File: src/rtl/lock_pkg.sv
// Shared definitions for the lock access-sequencing slice.
//   guard_state_t : session state of lock_guard_ctrl
//   KEY_RELOCK    : keypad code that closes an open session early
//   CODE_W        : keypad code width
//   TIMER_W       : session timer / remain width
package lock_pkg;

  localparam int CODE_W  = 4;
  localparam int TIMER_W = 16;

  localparam logic [CODE_W-1:0] KEY_RELOCK = 4'hB;

  typedef enum logic [1:0] {
    IDLE    = 2'd0,
    OPEN    = 2'd1,
    LOCKOUT = 2'd2
  } guard_state_t;

endpackage

File: src/rtl/tick_prescaler.sv
// Free-running clock divider producing the session timer tick.
//   clock : rising-edge clock
//   reset : asynchronous active-low reset
//   clr   : synchronous restart; the next tick comes TICK_DIV cycles later
//   tick  : high for one cycle when the count is at TICK_DIV-1 (wrap cycle)
module tick_prescaler #(
  parameter int TICK_DIV = 50000
) (
  input  logic clock,
  input  logic reset,
  input  logic clr,
  output logic tick
);

  localparam int CNT_W = $clog2(TICK_DIV);
  localparam logic [CNT_W-1:0] LAST = CNT_W'(TICK_DIV - 1);

  logic [CNT_W-1:0] cnt;

  // NOTE: sequential state is always assigned with <= so every register
  // samples the pre-edge values of its inputs, independent of block order.
  always_ff @(posedge clock or negedge reset) begin
    if (!reset) begin
      cnt <= '0;
    end else if (clr || cnt == LAST) begin
      cnt <= '0;
    end else begin
      cnt <= cnt + 1'b1;
    end
  end

  assign tick = (cnt == LAST);

endmodule

File: src/rtl/lock_guard_ctrl.sv
// Access-sequencing controller between keypad scanner and lock decider.
// Gates keys into the decider, consumes its verdicts and runs the session:
// timed unlock window, wrong-attempt counting and escalating lockout.
//   clock, reset          : clock, asynchronous active-low reset
//   valid_in, code_in     : key pulse and code from the scanner
//   verdict_ok/bad        : one-cycle verdict pulses from the decider
//   valid_out, code_out   : gated key stream to the decider (1-cycle lag)
//   unlock, locked_out    : session state flags
//   count_wrong           : consecutive wrong verdicts (saturates at 15)
//   lock_level            : lockout escalation level 0..3
//   remain                : ticks left in OPEN/LOCKOUT, 0 in IDLE
module lock_guard_ctrl
  import lock_pkg::*;
#(
  parameter int TICK_DIV   = 50000,
  parameter int OPEN_TICKS = 5000,
  parameter int LOCK_TICKS = 30000,
  parameter int MAX_WRONG  = 3
) (
  input  logic               clock,
  input  logic               reset,
  input  logic               valid_in,
  input  logic [CODE_W-1:0]  code_in,
  input  logic               verdict_ok,
  input  logic               verdict_bad,
  output logic               valid_out,
  output logic [CODE_W-1:0]  code_out,
  output logic               unlock,
  output logic               locked_out,
  output logic [3:0]         count_wrong,
  output logic [1:0]         lock_level,
  output logic [TIMER_W-1:0] remain
);

  guard_state_t        state, state_nxt;
  logic [TIMER_W-1:0]  timer, timer_nxt;
  logic [3:0]          cw_nxt, cw_inc;
  logic [1:0]          lvl_nxt;
  logic                fwd, relock, expire, tick, clr;

  // Restart the prescaler on every state entry so the first tick of a timed
  // state lands exactly TICK_DIV cycles after entry.
  assign clr = (state_nxt != state);

  tick_prescaler #(.TICK_DIV(TICK_DIV)) u_prescaler (
    .clock (clock),
    .reset (reset),
    .clr   (clr),
    .tick  (tick)
  );

  // NOTE: every signal written here gets a default first, so no path can
  // leave a value unassigned and infer a latch.
  always_comb begin
    state_nxt = state;
    timer_nxt = timer;
    cw_nxt    = count_wrong;
    lvl_nxt   = lock_level;
    fwd       = 1'b0;
    relock    = 1'b0;
    expire    = tick && (timer == TIMER_W'(1));
    cw_inc    = (count_wrong == 4'hF) ? 4'hF : count_wrong + 4'd1;

    unique case (state)
      IDLE: begin
        fwd = valid_in;
        // A wrong verdict wins over a simultaneous correct one.
        if (verdict_bad) begin
          cw_nxt = cw_inc;
          if (cw_inc >= 4'(MAX_WRONG)) begin
            state_nxt = LOCKOUT;
            timer_nxt = TIMER_W'(LOCK_TICKS) << lock_level;
            if (lock_level != 2'd3) lvl_nxt = lock_level + 2'd1;
          end
        end else if (verdict_ok) begin
          state_nxt = OPEN;
          timer_nxt = TIMER_W'(OPEN_TICKS);
          cw_nxt    = '0;
          lvl_nxt   = '0;
        end
      end

      OPEN: begin
        relock = valid_in && (code_in == KEY_RELOCK);
        fwd    = valid_in && !relock;
        // Relock and expiry in the same cycle collapse into one exit.
        if (relock || expire) begin
          state_nxt = IDLE;
          timer_nxt = '0;
        end else if (tick) begin
          timer_nxt = timer - TIMER_W'(1);
        end
      end

      LOCKOUT: begin
        if (expire) begin
          state_nxt = IDLE;
          timer_nxt = '0;
          cw_nxt    = '0;
        end else if (tick) begin
          timer_nxt = timer - TIMER_W'(1);
        end
      end

      default: begin
        state_nxt = IDLE;
        timer_nxt = '0;
      end
    endcase
  end

  // NOTE: only control/status registers exist here, so all of them take the
  // asynchronous reset; lock_level is deliberately lost on reset.
  always_ff @(posedge clock or negedge reset) begin
    if (!reset) begin
      state       <= IDLE;
      timer       <= '0;
      count_wrong <= '0;
      lock_level  <= '0;
      valid_out   <= 1'b0;
      code_out    <= '0;
      unlock      <= 1'b0;
      locked_out  <= 1'b0;
    end else begin
      state       <= state_nxt;
      timer       <= timer_nxt;
      count_wrong <= cw_nxt;
      lock_level  <= lvl_nxt;
      valid_out   <= fwd;
      // code_out keeps the last forwarded key while nothing is forwarded.
      if (fwd) code_out <= code_in;
      unlock      <= (state_nxt == OPEN);
      locked_out  <= (state_nxt == LOCKOUT);
    end
  end

  assign remain = timer;

endmodule

File: config.mk
export PLATFORM = sky130hd
export DESIGN_NAME = lock_guard_ctrl
export DESIGN_NICKNAME = d
export VERILOG_FILES = /design/src/rtl/lock_pkg.sv /design/src/rtl/tick_prescaler.sv /design/src/rtl/lock_guard_ctrl.sv
export SDC_FILE = /design/constraint.sdc
export NUM_CORES = 1
export LEC_CHECK = 0
export CAP_MARGIN = 40
export CORE_MARGIN = 2
export CORE_UTILIZATION = 50
export DETAILED_ROUTE_END_ITERATION = 10
export HOLD_SLACK_MARGIN = 0.03
export PLACE_DENSITY = 0.77
export SLEW_MARGIN = 20
export SYNTH_ARGS = -nofsm -noshare
export SYNTH_HDL_FRONTEND = slang
export SYNTH_SLANG_ARGS = --single-unit
File: constraint.sdc
create_clock -name clock -period 2.35 [get_ports clock]
set_input_delay 0.235 -clock clock [delete_from_list [all_inputs] [get_ports clock]]
set_output_delay 0.235 -clock clock [all_outputs]
set_load 0.01 [all_outputs]
==> results of run 1 <==
==> cell families (layout without fill, tap and decap cells) <==
group,after synthesis,after routing,synth area share (%)
muxes,5,5,1.972
xor gates and xnor gates,18,18,5.648
and+or+nand+nor,119,119,23.17
adders and majority gates,10,10,4.482
DFF,47,47,42.13
AOI/OAI and AO/OA,78,78,19.01
buffers and inverters,24,83,3.586
==> cell type report <==
cell class / instances / area, sq um / area share, %
clock inverter: 2 / 12.51 / 0.3569
clock buffer: 6 / 72.57 / 2.070
multi-input combinational: 230 / 1562 / 44.54
sequential: 47 / 1176 / 33.55
timing repair buffer: 59 / 533.0 / 15.20
inverter: 16 / 60.06 / 1.713
tap: 72 / 90.09 / 2.570
==> sequential cells by signal, summed over array words and instances, names as in the netlist <==
signal           count
state                2
u_prescaler.cnt     16
locked_out           1
remain              16
valid_out            1
lock_level           2
code_out             4
unlock               1
count_wrong          4
==> per-layer routing <==
layer  up-vias  GRT usage [%]
li1       1248              -
met1      1318          34.48
met2       125          40.17
met3        28          5.341
met4         0          7.719
met5         -              0
==> power breakdown <==
part | internal (mW) | switching, mW | total, mW
clock network | 0.208 | 0.275 | 0.483
logic | 0.0338 | 0.0514 | 0.0852
registers | 0.810 | 0.00197 | 0.812
total | 1.05 | 0.328 | 1.38
==> through the flow <==
stage / TNS, ns / utilization [%]
after global placement: 0 / 61.51
after floorplan: 0 / -
after CTS: -0.002278 / 63.63
final: -0.006106 / 64.46
after global routing: -0.3417 / 64.46
after detailed placement: -0.01875 / 61.51
==> cells in the final DEF (no fill, tap or decap), drive strengths merged, types with 2 or more instances in the layout <==
master | netlist | routed
a31o | 2 | 2
or3 | 2 | 2
nor3 | 4 | 4
o2bb2ai | 2 | 2
buf | 3 | 22
o311ai | 2 | 2
nor2b | 2 | 2
or4b | 2 | 2
and4 | 3 | 3
nand3 | 15 | 15
o221ai | 2 | 2
dfrtp | 47 | 47
a31oi | 10 | 10
nand2b | 2 | 2
or4 | 4 | 4
a21oi | 15 | 15
o21ai | 10 | 10
a21o | 3 | 3
clkbuf | 5 | 6
xor2 | 7 | 7
nand4b | 2 | 2
and2 | 2 | 2
and3 | 7 | 7
nor2 | 33 | 33
xnor2 | 11 | 11
o211ai | 8 | 8
a32oi | 5 | 5
clkdlybuf4s50 | 0 | 36
ha | 10 | 10
inv | 16 | 16
mux2 | 4 | 4
nand4 | 9 | 9
nand2 | 19 | 19
o31ai | 2 | 2
o22ai | 9 | 9
nor4 | 8 | 8
a22oi | 4 | 4
==> what timing repair did <==
| item | 4_1_cts | 5_1_grt |
|---|---|---|
| cloned | 0 | 0 |
| resized for setup | 1 | 7 |
| setup buffers | 2 | 1 |
| hold buffers | 1 | 0 |
| setup endpoints to repair | 2 | 27 |
| endpoints found under the hold margin | 26 | 0 |
| pin swaps | 2 | 2 |
==> worst paths after layout <==
check,start,to,slack (ns),cells past startpoint
max in group asynchronous,reset,remain[13],1.25,3
min in group asynchronous,reset,locked_out,0.48,2
setup reg to reg,u_prescaler.cnt[7],remain[10],-0.006,6
hold reg to reg,u_prescaler.cnt[0],u_prescaler.cnt[0],0.47,1
hold / removal,u_prescaler.cnt[0],u_prescaler.cnt[0],0.47,1
setup / recovery,u_prescaler.cnt[7],remain[10],-0.006,6
==> results_dict.tcl, run 1 <==
set metrics [dict create \
    cap_violations 0 \
    path_class "flop to flop" \
    start_kind "flop" \
    grt_max_degree 29 \
    holdWs_ns 0.4666 \
    power_leakage_nw 1.478 \
    row_count 27 \
    die_x_um 78.72 \
    yosys.area.top_type "dfrtp_1" \
    cpPeakStageDelay_ns 0.62 \
    violations "setup timing" \
    critPathTopFamily "simple AND/OR/NAND/NOR gates" \
    syn_inst 301 \
    numCtsBuffers 5 \
    synth_cell_types 55 \
    drtPass1Iterations 5 \
    yosys_warnings 0 \
    ios 38 \
    ys_ff_latch 47 \
    start_util_pct 51.32 \
    ys_async_sr_fraction_pct 100.0 \
    power_mw 1.380 \
    nets 378 \
    fmax_mhz 424.4 \
    end_kind "flop" \
    power_density_nw_per_um2 393.7 \
    grt_first_pass_wirelength_um 12190 \
    period_share_pct 100.3 \
    path_buf_inv 1 \
    numPortBuffers 37 \
    required_ns 2.54 \
    syn_area_per_cell_sq_um 9.274 \
    ys_top_cells_by_count "dfrtp_1 (47), nor2_1 (33), nand2_1 (19)" \
    route.met2.wl_um 3606 \
    routabilityCongestion 0.9876 \
    overflow 0 \
    slowest_stage "or4_4" \
    fillerInstances 471 \
    place_ws_ns -0.01875 \
    ir_drop_mv 0.3117 \
    avgRoutedWirePerCell_um 17.80 \
    drc 0 \
    drive_gt1_share_pct 14.17 \
    grtUsageTotal_pct 25.14 \
    tightestPinTransition_ns 0.6146 \
    routed_via_density 6.294 \
    antenna_found_initial 0 \
    arrival_ns 2.54 \
    path_clk_slew_ns 0.09 \
    setup_viol 1 \
    hold_viol_final 0 \
    place_inst 420 \
    wl_um 7688 \
    layout_setup_ws_ns -0.006106 \
    synth_top_area_share_pct 42.13 \
    outcome "complete, but fails checks" \
    yosysMostFrequentCell "dfrtp_1" \
    fin_cells 432 \
    hold_class "flop to flop" \
    finClkSkew_ns 0.003991 \
    grt_pass1_vias 2495 \
    yosys-top-cells-area "dfrtp_1 (42%), ha_1 (4.5%), nor2_1 (4.4%)" \
    diodes 0 \
    vias 2719 \
    drt_iter0_markers 238 \
    cts_max_level 2 \
    design_area_sq_um 3506 \
    wl_met3_um 592 \
    core_sq_um 5439 \
    syn-num-nets 320 \
    place_hpwl_um 5616 \
    netlist_area_sq_um 2791 \
    clk_path_buf_depth 2 \
    clock-sinks 47 \
    area_growth_pct 25.59 \
    die_h_um 78.72 \
    slew_violations 0 \
    max-slew-margin-rel_pct 59.03 \
    post_dp_cell_area_sq_um 3346 \
    ys.flop_type "dfrtp_1" \
    top_layer "met4" \
    seq_area_frac_synth_pct 42.13 \
    root_buffer "clkbuf_8" \
    layout_min_cycle_time_ns 2.356 \
    dieArea_sq_um 6197 \
    cts_tree "yes" \
    path_cells "or4b_4, or4_4, buf_4, a211oi_2, o22ai_1, o2bb2ai_1" \
    met1Wirelength_um 3313 \
    synth-edff-count 0 \
    rsz0062_at_grt "true" \
    clk_latency_ns 0.29 \
    cp_max_fo 6 \
    drtAntennaViolNets 0 \
]
Power figures use the tool's default switching activity.
==> run 2: changes to the inputs <==
- CELL_PAD_IN_SITES_DETAIL_PLACEMENT: not set -> 0
- CELL_PAD_IN_SITES_GLOBAL_PLACEMENT: not set -> 2
- CORE_UTILIZATION: 50 -> 31
- PLACE_DENSITY: 0.77 -> not set
- PLACE_DENSITY_LB_ADDON: not set -> 0.1
==> run 2 against run 1 <==
Compared with the run above: the run now ends clean; flip-flop and latch count is the same; clock skew grew 0.0025 ns; hold slack lost 0.0041 ns; first-iteration DRC count shrank 66%; global-route usage shrank 7.4 points; non-clock buffer count grew 14; count of clock-buffer cells in the layout is the same; core utilization shrank 23 points; clock power grew 5.0%; combinational power grew 3.8%; critical endpoint is now remain[12].
==> results_dict.tcl, run 2 (synthesized netlist as in run 1, its figures left out) <==
set metrics [dict create \
    outcome "complete, no violations" \
    fin_util_pct 41.91 \
    nets 392 \
    ios 38 \
    clk_path_buf_depth 2 \
    drc 0 \
    diodes 0 \
    overflow 0 \
    hold_class "flop to flop" \
    area_growth_pct 30.93 \
    fmax_mhz 429.9 \
    ir_drop_mv 0.2257 \
    period_share_pct 98.99 \
    clk_latency_ns 0.30 \
    row_count 34 \
    grt_max_degree 27 \
    power_density_nw_per_um2 384.9 \
    cts_max_level 2 \
    cap_violations 0 \
    grt_pass1_vias 2595 \
    routabilityCongestion 0.8515 \
    grtUsageTotal_pct 17.71 \
    place_ws_ns -0.01386 \
    final_common_cell "dfrtp_1" \
    layout_min_cycle_time_ns 2.326 \
    core_sq_um 8721 \
    numPortBuffers 37 \
    clock-sinks 47 \
    final_cell_mix "dfrtp_1 (47), clkdlybuf4s50_1 (36), buf_4 (33)" \
    power_mw 1.407 \
    cts_tree "yes" \
    numCtsBuffers 5 \
    layout_setup_ws_ns 0.02369 \
    start_util_pct 32.01 \
    dieArea_sq_um 9779 \
    required_ns 2.52 \
    end_kind "flop" \
    drive_gt1_share_pct 17.11 \
    hold_viol_final 0 \
    tightestPinTransition_ns 0.6270 \
    drt_iter0_markers 82 \
    root_buffer "clkbuf_8" \
    hold-path-cell-count 1 \
    start_kind "flop" \
    drtAntennaViolNets 0 \
    place_hpwl_um 6338 \
    routed_via_density 5.494 \
    arrival_ns 2.50 \
    grt_first_pass_wirelength_um 13640 \
    setup_tns_ns 0 \
    die_x_um 98.89 \
    path_clk_slew_ns 0.10 \
    finClkSkew_ns 0.006470 \
    cp_max_fo 6 \
    antenna_found_initial 0 \
    rsz0062_at_grt "true" \
    path_class "flop to flop" \
    reg2regPathDepth 5 \
    power_leakage_nw 1.548 \
    vias 2648 \
    max-slew-margin-rel_pct 58.20 \
    avgRoutedWirePerCell_um 17.45 \
    holdWs_ns 0.4625 \
    wl_um 8409 \
    setup_viol 0 \
    die_h_um 98.89 \
    slew_violations 0 \
    drtPass1Iterations 4 \
]
## run 2: cell types whose count changed in the layout (fill, tap and decap cells not counted), sizes merged
cell	before	now
clkbuf	6	7
buf	22	35
## run 2: timing repair
action	4_1_cts	5_1_grt
buffers inserted	1	4
endpoints found under the setup margin	4	24
hold buffers	1	0
hold endpoints to repair	25	0
gates resized for setup	1	7
pin swaps	1	4
## run 2: area by class of cell
cell class | count | area (sq um)
clock inverters | 2 | 12.51
flip-flops and latches | 47 | 1176
repair buffers | 73 | 650.6
multi-input cells | 230 | 1548
fillers | 868 | 5066
inverters | 16 | 60.06
clock buffers | 6 | 72.57
well taps | 108 | 135.1
## run 2: where the power goes
group | leakage (nW) | internal, mW | switching [mW]
logic | 0.931 | 0.0366 | 0.0518
clock network | 0.0412 | 0.209 | 0.298
registers | 0.576 | 0.810 | 0.00153
## run 2: final timing paths
check	start	to	slack [ns]
hold / removal	u_prescaler.cnt[0]	u_prescaler.cnt[0]	0.46
setup reg to reg	u_prescaler.cnt[4]	remain[12]	0.02
max in group asynchronous	reset	u_prescaler.cnt[15]	1.32
setup / recovery	u_prescaler.cnt[4]	remain[12]	0.02
min in group asynchronous	reset	lock_level[0]	0.47
hold reg to reg	u_prescaler.cnt[0]	u_prescaler.cnt[0]	0.46
## run 2: per-stage QoR
| stage | cell area, sq um | std cells |
|---|---|---|
| 2_1_floorplan | 2795 | 301 |
| 3_3_place_gp | 3486 | 467 |
| 3_5_place_dp | 3491 | 468 |
| 4_1_cts | 3596 | 478 |
| 5_1_grt | 3655 | 482 |
| 6_report | 3655 | 482 |
## run 2: per-layer routing
metal  GRT usage, %  vias to the layer above  part of all wire (%)
met5              0                        -                     0
met4          6.322                        0                   2.6
met3          3.262                       15                   3.4
met2          28.07                       63                    47
met1          24.24                     1295                    47
li1               -                     1275                     -
## run 2: critical path, cell delays in order, from the launching register on
cell and delay [ns]:
dfrtp_1 0.39, or4b_4 0.55, or4_4 0.62, or3_1 0.39
a22oi_1 0.15, o211ai_1 0.10
